--- config.mk ---
export PLATFORM = sky130hd
export DESIGN_NAME = snake_pixel_engine
export DESIGN_NICKNAME = d
export VERILOG_FILES = /design/src/rtl/snake_pixel_engine.sv
export SDC_FILE = /design/constraint.sdc
export NUM_CORES = 1
export LEC_CHECK = 0
export BUFFER_PORTS_ARGS = -buffer_cell sky130_fd_sc_hd__clkbuf_2
export CORE_ASPECT_RATIO = 1.5
export CORE_MARGIN = 8
export CORE_UTILIZATION = 35
export DETAILED_ROUTE_END_ITERATION = 7
export GPL_TIMING_DRIVEN = 0
export PLACE_DENSITY_LB_ADDON = 0.2
export SLEW_MARGIN = 30
export SYNTH_ARGS = -nofsm -noshare
export SYNTH_HDL_FRONTEND = slang
export SYNTH_SLANG_ARGS = --single-unit
--- constraint.sdc ---
create_clock -name clk -period 8.2 [get_ports clk]
set_clock_uncertainty 0.15 [all_clocks]
set_input_delay 0.41 -clock clk [delete_from_list [all_inputs] [get_ports clk]]
set_output_delay 0.41 -clock clk [all_outputs]
set_load 0.005 [all_outputs]
--- src/rtl/snake_pixel_engine.sv ---
// Snake game state and registered per-pixel query flags for the VGA renderer.
// Define SNAKE_WRAP_EN to remove the walls and wrap the head around the grid edges.
module snake_pixel_engine #(
  parameter int MAX_LEN  = 16,
  parameter int TICK_DIV = 12_500_000
) (
  input  logic       clk,
  input  logic       rst,
  input  logic       btn_up,
  input  logic       btn_down,
  input  logic       btn_left,
  input  logic       btn_right,
  input  logic [9:0] pixel_x,
  input  logic [9:0] pixel_y,
  output logic       snake_on,
  output logic       cherry_on,
  output logic       boundary,
  output logic       game_over,
  output logic [7:0] score
);

  localparam int CW = $clog2(TICK_DIV + 1);

  typedef enum logic [1:0] {IDLE, RUN, RELOC, OVER} state_t;
  typedef enum logic [1:0] {UP, DOWN, LEFT, RIGHT} dir_t;

  state_t          state, state_nxt;
  dir_t            dir, cur_dir, req_dir, ref_dir;
  logic [5:0]      seg_x [MAX_LEN];
  logic [4:0]      seg_y [MAX_LEN];
  logic [5:0]      len;
  logic [5:0]      cherry_x;
  logic [4:0]      cherry_y;
  logic [CW-1:0]   tick_cnt;
  logic [15:0]     lfsr;

  logic            tick, any_btn, req_ok;
  logic [5:0]      nx, cand_x, cx, cy;
  logic [4:0]      ny, cand_y;
  logic            wall_hit, self_hit, eat, grow, cand_ok;
  logic            in_range, snake_hit, cherry_hit, wall_px;
  logic [MAX_LEN-1:0] active;

  assign any_btn   = btn_up | btn_down | btn_left | btn_right;
  assign tick      = (state == RUN) && (tick_cnt == CW'(TICK_DIV - 1));
  // On the tick clk the pending direction becomes the applied one, so reversals are judged against it.
  assign ref_dir   = tick ? dir : cur_dir;
  assign game_over = (state == OVER);
  assign cand_x    = lfsr[5:0];
  assign cand_y    = lfsr[12:8];
  assign cx        = pixel_x[9:4];
  assign cy        = pixel_y[9:4];
  assign in_range  = (pixel_x < 10'd640) && (pixel_y < 10'd480);

  always_comb begin
    // NOTE: every signal written here gets a default first, so no latch is inferred.
    req_dir = RIGHT;
    if (btn_up)        req_dir = UP;
    else if (btn_down) req_dir = DOWN;
    else if (btn_left) req_dir = LEFT;
    req_ok = any_btn && (req_dir != dir_t'(ref_dir ^ 2'b01));
  end

  always_comb begin
    nx       = seg_x[0];
    ny       = seg_y[0];
    wall_hit = 1'b0;
`ifdef SNAKE_WRAP_EN
    case (dir)
      UP:      ny = (seg_y[0] == 5'd0)  ? 5'd29 : seg_y[0] - 5'd1;
      DOWN:    ny = (seg_y[0] == 5'd29) ? 5'd0  : seg_y[0] + 5'd1;
      LEFT:    nx = (seg_x[0] == 6'd0)  ? 6'd39 : seg_x[0] - 6'd1;
      default: nx = (seg_x[0] == 6'd39) ? 6'd0  : seg_x[0] + 6'd1;
    endcase
`else
    case (dir)
      UP:      ny = seg_y[0] - 5'd1;
      DOWN:    ny = seg_y[0] + 5'd1;
      LEFT:    nx = seg_x[0] - 6'd1;
      default: nx = seg_x[0] + 6'd1;
    endcase
    wall_hit = (nx == 6'd0) || (nx == 6'd39) || (ny == 5'd0) || (ny == 5'd29);
`endif
    eat  = (nx == cherry_x) && (ny == cherry_y);
    grow = eat && (len != 6'(MAX_LEN));
  end

  always_comb begin
    active     = '0;
    self_hit   = 1'b0;
`ifdef SNAKE_WRAP_EN
    cand_ok    = (cand_x <= 6'd39) && (cand_y <= 5'd29);
    wall_px    = 1'b0;
`else
    cand_ok    = (cand_x >= 6'd1) && (cand_x <= 6'd38) && (cand_y >= 5'd1) && (cand_y <= 5'd28);
    wall_px    = (cx == 6'd0) || (cx == 6'd39) || (cy == 6'd0) || (cy == 6'd29);
`endif
    snake_hit  = 1'b0;
    cherry_hit = (cherry_x == cx) && ({1'b0, cherry_y} == cy);
    for (int i = 0; i < MAX_LEN; i++) begin
      active[i] = (6'(i) < len);
      if (active[i] && seg_x[i] == cand_x && seg_y[i] == cand_y) cand_ok = 1'b0;
      if (active[i] && seg_x[i] == cx && {1'b0, seg_y[i]} == cy) snake_hit = 1'b1;
    end
    // The tail vacates its cell this tick unless the snake grows.
    for (int i = 1; i < MAX_LEN; i++) begin
      if (seg_x[i] == nx && seg_y[i] == ny &&
          ((6'(i + 1) < len) || (grow && 6'(i + 1) == len)))
        self_hit = 1'b1;
    end
  end

  always_comb begin
    state_nxt = state;
    case (state)
      IDLE:  if (any_btn) state_nxt = RUN;
      RUN: begin
        if (tick) begin
          if (wall_hit || self_hit) state_nxt = OVER;
          else if (eat)             state_nxt = RELOC;
        end
      end
      RELOC: if (cand_ok) state_nxt = RUN;
      default: ;
    endcase
  end

  // NOTE: sequential state uses non-blocking assignments so every register samples pre-edge values.
  always_ff @(posedge clk or posedge rst) begin
    if (rst) state <= IDLE;
    else     state <= state_nxt;
  end

  always_ff @(posedge clk or posedge rst) begin
    if (rst) begin
      // NOTE: the segment file is reset because the initial snake must be drawn straight out of reset.
      for (int i = 0; i < MAX_LEN; i++) begin
        seg_x[i] <= (i < 3) ? 6'(20 - i) : 6'd0;
        seg_y[i] <= (i < 3) ? 5'd15 : 5'd0;
      end
      len      <= 6'd3;
      dir      <= RIGHT;
      cur_dir  <= RIGHT;
      cherry_x <= 6'd30;
      cherry_y <= 5'd15;
      score    <= 8'd0;
      tick_cnt <= '0;
      lfsr     <= 16'hACE1;
    end else begin
      lfsr <= {lfsr[14:0], lfsr[15] ^ lfsr[13] ^ lfsr[12] ^ lfsr[10]};
      case (state)
        RUN: begin
          if (req_ok) dir <= req_dir;
          if (tick) begin
            tick_cnt <= '0;
            cur_dir  <= dir;
            if (!wall_hit && !self_hit) begin
              for (int i = MAX_LEN - 1; i > 0; i--) begin
                seg_x[i] <= seg_x[i-1];
                seg_y[i] <= seg_y[i-1];
              end
              seg_x[0] <= nx;
              seg_y[0] <= ny;
              if (eat) begin
                if (grow) len <= len + 6'd1;
                if (score != 8'hFF) score <= score + 8'd1;
              end
            end
          end else begin
            tick_cnt <= tick_cnt + CW'(1);
          end
        end
        RELOC: begin
          if (cand_ok) begin
            cherry_x <= cand_x;
            cherry_y <= cand_y;
          end
        end
        default: ;
      endcase
    end
  end

  always_ff @(posedge clk or posedge rst) begin
    if (rst) begin
      snake_on  <= 1'b0;
      cherry_on <= 1'b0;
      boundary  <= 1'b0;
    end else begin
      snake_on  <= in_range && snake_hit;
      cherry_on <= in_range && cherry_hit && (state != RELOC);
      boundary  <= in_range && wall_px;
    end
  end

endmodule

Word-level counts from Yosys, hierarchy flattened
Index checks and enable logic that the tools add are counted.
{ "totals": {"ff_bits": 250, "output_inout_bits": 12, "wordCells": 433} }
{ "classes": {"addsub": 7, "order_cmp": 23, "eq_ne": 131, "mux": 60, "bitwise": 7, "reduce_logical": 161} }
{ "ops": {"columns": ["op", "n"], "rows": [
  ["== test 6 bit", 49],
  ["== test 5 bit", 32],
  ["logical AND 1 bit", 123],
  ["== test 5 x 6 -> 1 bit", 17],
  ["== test 4 x 6 -> 1 bit, first input constant", 8],
  ["< comparator 4 x 6 -> 1 bit, first input constant", 8],
  ["2-to-1 mux 1 bit", 48],
  ["adder 24 x 1 -> 24 bit, second input constant", 1],
  ["== test 24 bit, second input constant", 1],
  ["== test 3 x 6 -> 1 bit, first input constant", 4],
  ["< comparator 3 x 6 -> 1 bit, first input constant", 4],
  ["2-to-1 mux 24 bit", 1],
  ["logical OR 1 bit", 22],
  ["logical NOT 6 bit", 3],
  ["2-to-1 mux 2 bit", 8],
  ["AND reduction 5 bit", 3],
  ["adder 6 x 1 -> 6 bit, second input constant", 2],
  ["== test 2 x 6 -> 1 bit, first input constant", 2],
  ["== test 6 bit, second input constant", 2],
  ["< comparator 1 x 6 -> 1 bit, first input constant", 2],
  ["< comparator 2 x 6 -> 1 bit, first input constant", 2],
  ["case mux 6 bit (2 select lines)", 1],
  ["< comparator 10 bit, second input constant", 1],
  ["< comparator 10 x 9 -> 1 bit, second input constant", 1],
  ["31 further kinds", 44]
]} }

Logic depth before layout (Yosys ltp)
{ "logic_depth": {"word_depth": 28, "depth_mapped": 22, "ltp_nobuf": 15} }

Worst setup path before layout
No wires, ideal clock.
{ "synth_timing": {"path_type": "register to register", "start": "register seg_y[75] in the netlist's numbering", "end": "register seg_x[46] in the netlist's numbering", "setup_time_ns": 0.128, "t_arrival_ns": 5.126, "path_slack_ns": 2.797, "path_stages_with_launch": 18, "n_path_buf": 5, "path_cell_list": "dfstp_2 buf_2 buf_1 inv_1 fa_1 clkbuf_1 nand2b_1 nand2_1 xnor2_1 a2111o_1 nor4_2 a211oi_1 or4_1 and4_1 nand4_2 buf_12 buf_12 mux2_1"} }
{ "synth_between": {"elab_chain_len": 26, "elab_cells_between_ends": 104} }
{ "synth_lines": {"columns": ["item", "line_no", "rtl"], "rows": [
  ["start, declared", "30", "logic [4:0] seg_y [MAX_LEN];"],
  ["start signal, assigned by index", "139", "seg_y[i] <= (i < 3) ? 5'd15 : 5'd0;"],
  ["start signal, assigned by index", "160", "seg_y[i] <= seg_y[i-1];"],
  ["adder 5 x 1 -> 5 bit / subtractor 5 x 1 -> 5 bit (equally long branches)", "78, 77", null],
  ["case mux 5 bit (2 select lines) (*)", "76", "case (dir)"],
  ["== test 5 bit", "84", "eat = (nx == cherry_x) && (ny == cherry_y);"],
  ["logical AND 1 bit", "84", null],
  ["logical AND 1 bit", "85", "grow = eat && (len != 6'(MAX_LEN));"],
  ["logical AND 1 bit", "108", "((6'(i + 1) < len) || (grow && 6'(i + 1) == len)))"],
  ["logical OR 1 bit", "108", null],
  ["logical AND 1 bit", "107", "if (seg_x[i] == nx && seg_y[i] == ny &&"],
  ["2-to-1 mux 1 bit (15 in a row)", "107", null],
  ["logical NOT 1 bit", "157", "if (!wall_hit && !self_hit) begin"],
  ["logical AND 1 bit (*)", "157", null],
  ["AND reduction 3 bit (no source line) (*)", null, null],
  ["end signal, assigned by index", "138", "seg_x[i] <= (i < 3) ? 6'(20 - i) : 6'd0;"],
  ["end signal, assigned by index", "159", "seg_x[i] <= seg_x[i-1];"],
  ["end, declared", "29", "logic [5:0] seg_x [MAX_LEN];"]
]} }
Mark *: on every way between the ends. The rest lies on a longest branch, timed or not.
A chain may end at the register's enable or synchronous reset.

Worst setup path after layout
{ "layout_timing": {"start": "register dir[1]", "end": "register seg_y[7] in the netlist's numbering"} }
{ "layout_between": {"elab_chain_len": 27, "elab_cells_between_ends": 126} }
{ "layout_lines": {"columns": ["item", "line_no", "rtl"], "rows": [
  ["start, declared", "28", "dir_t dir, cur_dir, req_dir, ref_dir;"],
  ["start signal, assigned", "153", "if (req_ok) dir <= req_dir;"],
  ["== test 2 x 1 -> 1 bit / logical NOT 2 bit (equally long branches)", "76", null],
  ["OR reduction 2 bit (no source line)", null, null],
  ["case mux 6 bit (2 select lines)", "76", null],
  ["== test 6 bit", "84", null],
  ["logical AND 1 bit", "84", null],
  ["logical AND 1 bit", "85", null],
  ["logical AND 1 bit", "108", null],
  ["logical OR 1 bit", "108", null],
  ["logical AND 1 bit", "107", null],
  ["2-to-1 mux 1 bit (15 in a row)", "107", null],
  ["logical NOT 1 bit", "157", null],
  ["logical AND 1 bit (*)", "157", null],
  ["AND reduction 3 bit (no source line) (*)", null, null]
]} }
Marks and branches as above.

==> flow_summary.yaml <==
final_layout:
  n_fill_cell: 5173
  synthToLayoutAreaGrowth_pct: 11.5
  stdcell_count: 2594
  final_cell_mix: "xor2_1 (356), xnor2_1 (218), dfrtp_1 (209), mux2_1 (137), nor4_1 (79)"
  layout_commonest_cell: "xor2_1"
  final_layout_size_suffix_gt1_share_pct: 13.6
  fin_nets: 1927
  final_cell_area_um2: 20600
timing:
  final_max_slew_viol_count: 0
  slew_headroom_pct: 25.4
  fmax_ghz: 0.126
  period_minus_slack_ns: 7.94
  hold_violations: 0
  max_slew.worst_pin.slew_ns: 1.12
  rsz0062_at_grt: "no"
  setup_viol: 0
  setup_ws_ns: 0.263
  fin_crit_sh_pct: 96.8
worst_hold_path:
  min_path_type: "in2reg"
  hold_path_depth: 3
  min_from: "btn_down"
  worstHoldEndpoint: "dir[1]"
logic_synthesis:
  synth_flop_cell: "dfrtp_1"
  syn_nets: 1872
  synth_area_um2: 18500
  syn_inst: 1836
  yosysSeqAreaShare_pct: 34.1
  ys_types: 83
  synthArstFlopShare_pct: 100
  ys_ff_latch: 250
  synth.avg_cell_area_um2: 10.1
  synth_edf_count: 0
  yosysWarnings: 0
routing:
  drc: 0
  drt_iter0_markers: 1422
  first_pass_iters: 5
  ant_nets: 0
  post_drt_wl_per_cell_um: 33.9
  wirelength_um: 88000
  routed_via_density: 6.03
  dr_total_vias: 15600
cts:
  cts_resized: 0
  cts_buffers: 29
  clock-root-buffer: "clkbuf_16"
  clk_latency_ns: 0.59
  cts_max_level: 1
  cts_buffer_depth: 3
  cts_tree: "built"
  cts_sinks: 250
  path_clk_slew_ns: 0.06
setup_path:
  crit-reg2reg-launch: "dir[1]"
  end_kind: "flop"
  ff2ff_path_depth: 22
  critPathMaxStageDelay_ns: 0.83
  arrival_ns: 8.25
  reg2reg_slack_ns: 0.26
  crit_chain: "buf_2, inv_2, clkbuf_1, clkbuf_1, nor2_1, xnor2_1, ha_1, clkbuf_2, mux2i_1, clkbuf_1, buf_8, xor2_1, o2111ai_1, or4_1, nor4_2, o2bb2ai_1, a221oi_1, a311o_1, nand4_2, buf_6, buf_6, mux2_1"
  critical_path_required_ns: 8.51
  path_class: "reg2reg"
  critPathLaunchType: "flop"
  reg2reg_to: "seg_y[7]"
  cp_slowest_cell: "clkbuf_1"
  worst_path_most_repeated_cell: "clkbuf_1"
  cp_max_fo: 10
power_and_ir_drop:
  combPwrFrac_pct: 14.1
  clockPowerShare_pct: 44.4
  switching_share_pct: 28.6
  leakage_nw: 10.0
  peakVddDrop_mv: 0.161
  seqPwrFrac_pct: 41.5
  p_int_mw: 2.20
  p_per_area_nw_per_um2: 149
  p_switching_mw: 0.877
floorplan:
  die_w_um: 204
  start_util_pct: 35.2
  die_area_um2: 60600
  pin_count: 38
  die_h_um: 297
  core_um2: 52500
  rows: 103
grt:
  grt_pass1_wl_um: 123000
  grt_max_degree: 89
  grt_antenna_before_repair: 3
  grt_overflow: 0
  grt_util_all_layers_pct: 28.6
  grt_pass1_vias: 15600
place:
  dp_hpwl_um: 63600
  gp_congestion: 1.05
  placed_area_um2: 19600
  dp_slack_ns: 0.601
  io_buffers: 18
  dp_cells: 2541
flow_run:
  cap_viol_max_count: 0
run_status:
  status: "completed"
==> timing repair <==
item / in CTS / in global routing
hold buffers: 1 / 0
setup buffers: 0 / 0
hold endpoints to repair: 66 / 0
==> synth_stat cells, types with 13 or more instances <==
cell      number  area share, %
nand2_1       66            1.3
nand4_1       64            2.2
o21ai_0       45            1.2
nand3_1       48            1.3
and3_1        13           0.44
a21oi_1       21           0.57
mux2_2        37            2.3
xnor2_1      220             10
xor2_1       356             17
clkbuf_1      68            1.4
inv_1         24           0.49
dfrtp_1      209             28
mux2_1       137            8.3
a31oi_1       17           0.58
dfstp_2       41            5.8
nor4_1        81            2.7
nor3_1        57            1.5
buf_2         14           0.38
nor2_1        55            1.1
buf_1         45           0.91
==> critical path: cells and delay by family (launching register included) <==
family / cells / cell delay, ns
compound gates: 4 / 0.85
mux: 2 / 0.82
simple gates: 4 / 1.45
flops: 1 / 0.43
fa+ha+maj: 1 / 0.27
xor+xnor: 2 / 0.33
buf+inv: 9 / 3.48
==> registers in the layout, summed over array words and instances (netlist names), 2 cells and up <==
name      count
cherry_x      6
cherry_y      5
cur_dir       2
dir           2
len           6
lfsr         16
score         8
seg_x        96
seg_y        80
state         2
tick_cnt     24
==> worst max-delay path by stage <==
stage / from / end / slack (ns) / cells after the start
4_1_cts: dir[1] / seg_y[29] / 0.58 / 22
5_1_grt: dir[1] / seg_y[11] / 0.27 / 22
6_report: dir[1] / seg_y[7] / 0.26 / 22
3_5_place_dp: dir[1] / seg_y[29] / 0.60 / 22
2_1_floorplan: rst / boundary / 0.84 / 1
3_3_place_gp: rst / seg_x[72] / -2.28 / 2
==> metrics by stage <==
| step | hold slack, ns | power [mW] | util, % | setup TNS [ns] |
|---|---|---|---|---|
| 2_1_floorplan | 0.183 | 1.56 | - | 0 |
| 3_3_place_gp | 0.188 | 1.70 | 37.0 | -468.60 |
| 3_5_place_dp | 0.196 | 1.72 | 37.4 | 0 |
| 4_1_cts | 0.0347 | 3.09 | 39.3 | 0 |
| 5_1_grt | 0.0490 | 3.17 | 39.3 | 0 |
| 6_report | 0.0667 | 3.07 | 39.3 | 0 |
==> cell families after synthesis <==
| logic type | share of synthesized area [%] |
|---|---|
| adders and majority gates | 0.718 |
| and+or+nand+nor | 14.0 |
| muxes | 11.4 |
| buffers and inverters | 4.96 |
| AOI/OAI and AO/OA | 6.17 |
| xor gates and xnor gates | 28.6 |
| DFF | 34.1 |
==> metal layers <==
layer	up-vias	part of all wire, %	GRT usage [%]
met5	-	0.017	0
met4	2	11	26.1
met3	389	7.4	5.82
met2	889	46	45.8
met1	7806	36	31.5
li1	6545	-	-
==> power by group through the flow <==
| stage | clock network (mW) | logic [mW] | registers, mW |
|---|---|---|---|
| 3_3_place_gp | 0 | 0.406 | 1.29 |
| 2_1_floorplan | 0 | 0.268 | 1.29 |
| 3_5_place_dp | 0 | 0.422 | 1.29 |
| 5_1_grt | 1.44 | 0.454 | 1.28 |
| 4_1_cts | 1.39 | 0.423 | 1.27 |
| 6_report | 1.36 | 0.434 | 1.27 |
==> layout make-up <==
type	count	area (µm²)	share of cell area [%]
Tap cell	682	853	4.14
Clock buffer	40	807	3.92
Clock inverter	11	165	0.801
Multi-Input combinational cell	1411	11300	54.8
Antenna cell	1	2.50	0.0121
Sequential cell	250	6310	30.6
Buffer	149	880	4.27
Inverter	26	105	0.510
Timing Repair Buffer	24	190	0.923
Note: power is estimated with default switching activity, not from simulation.
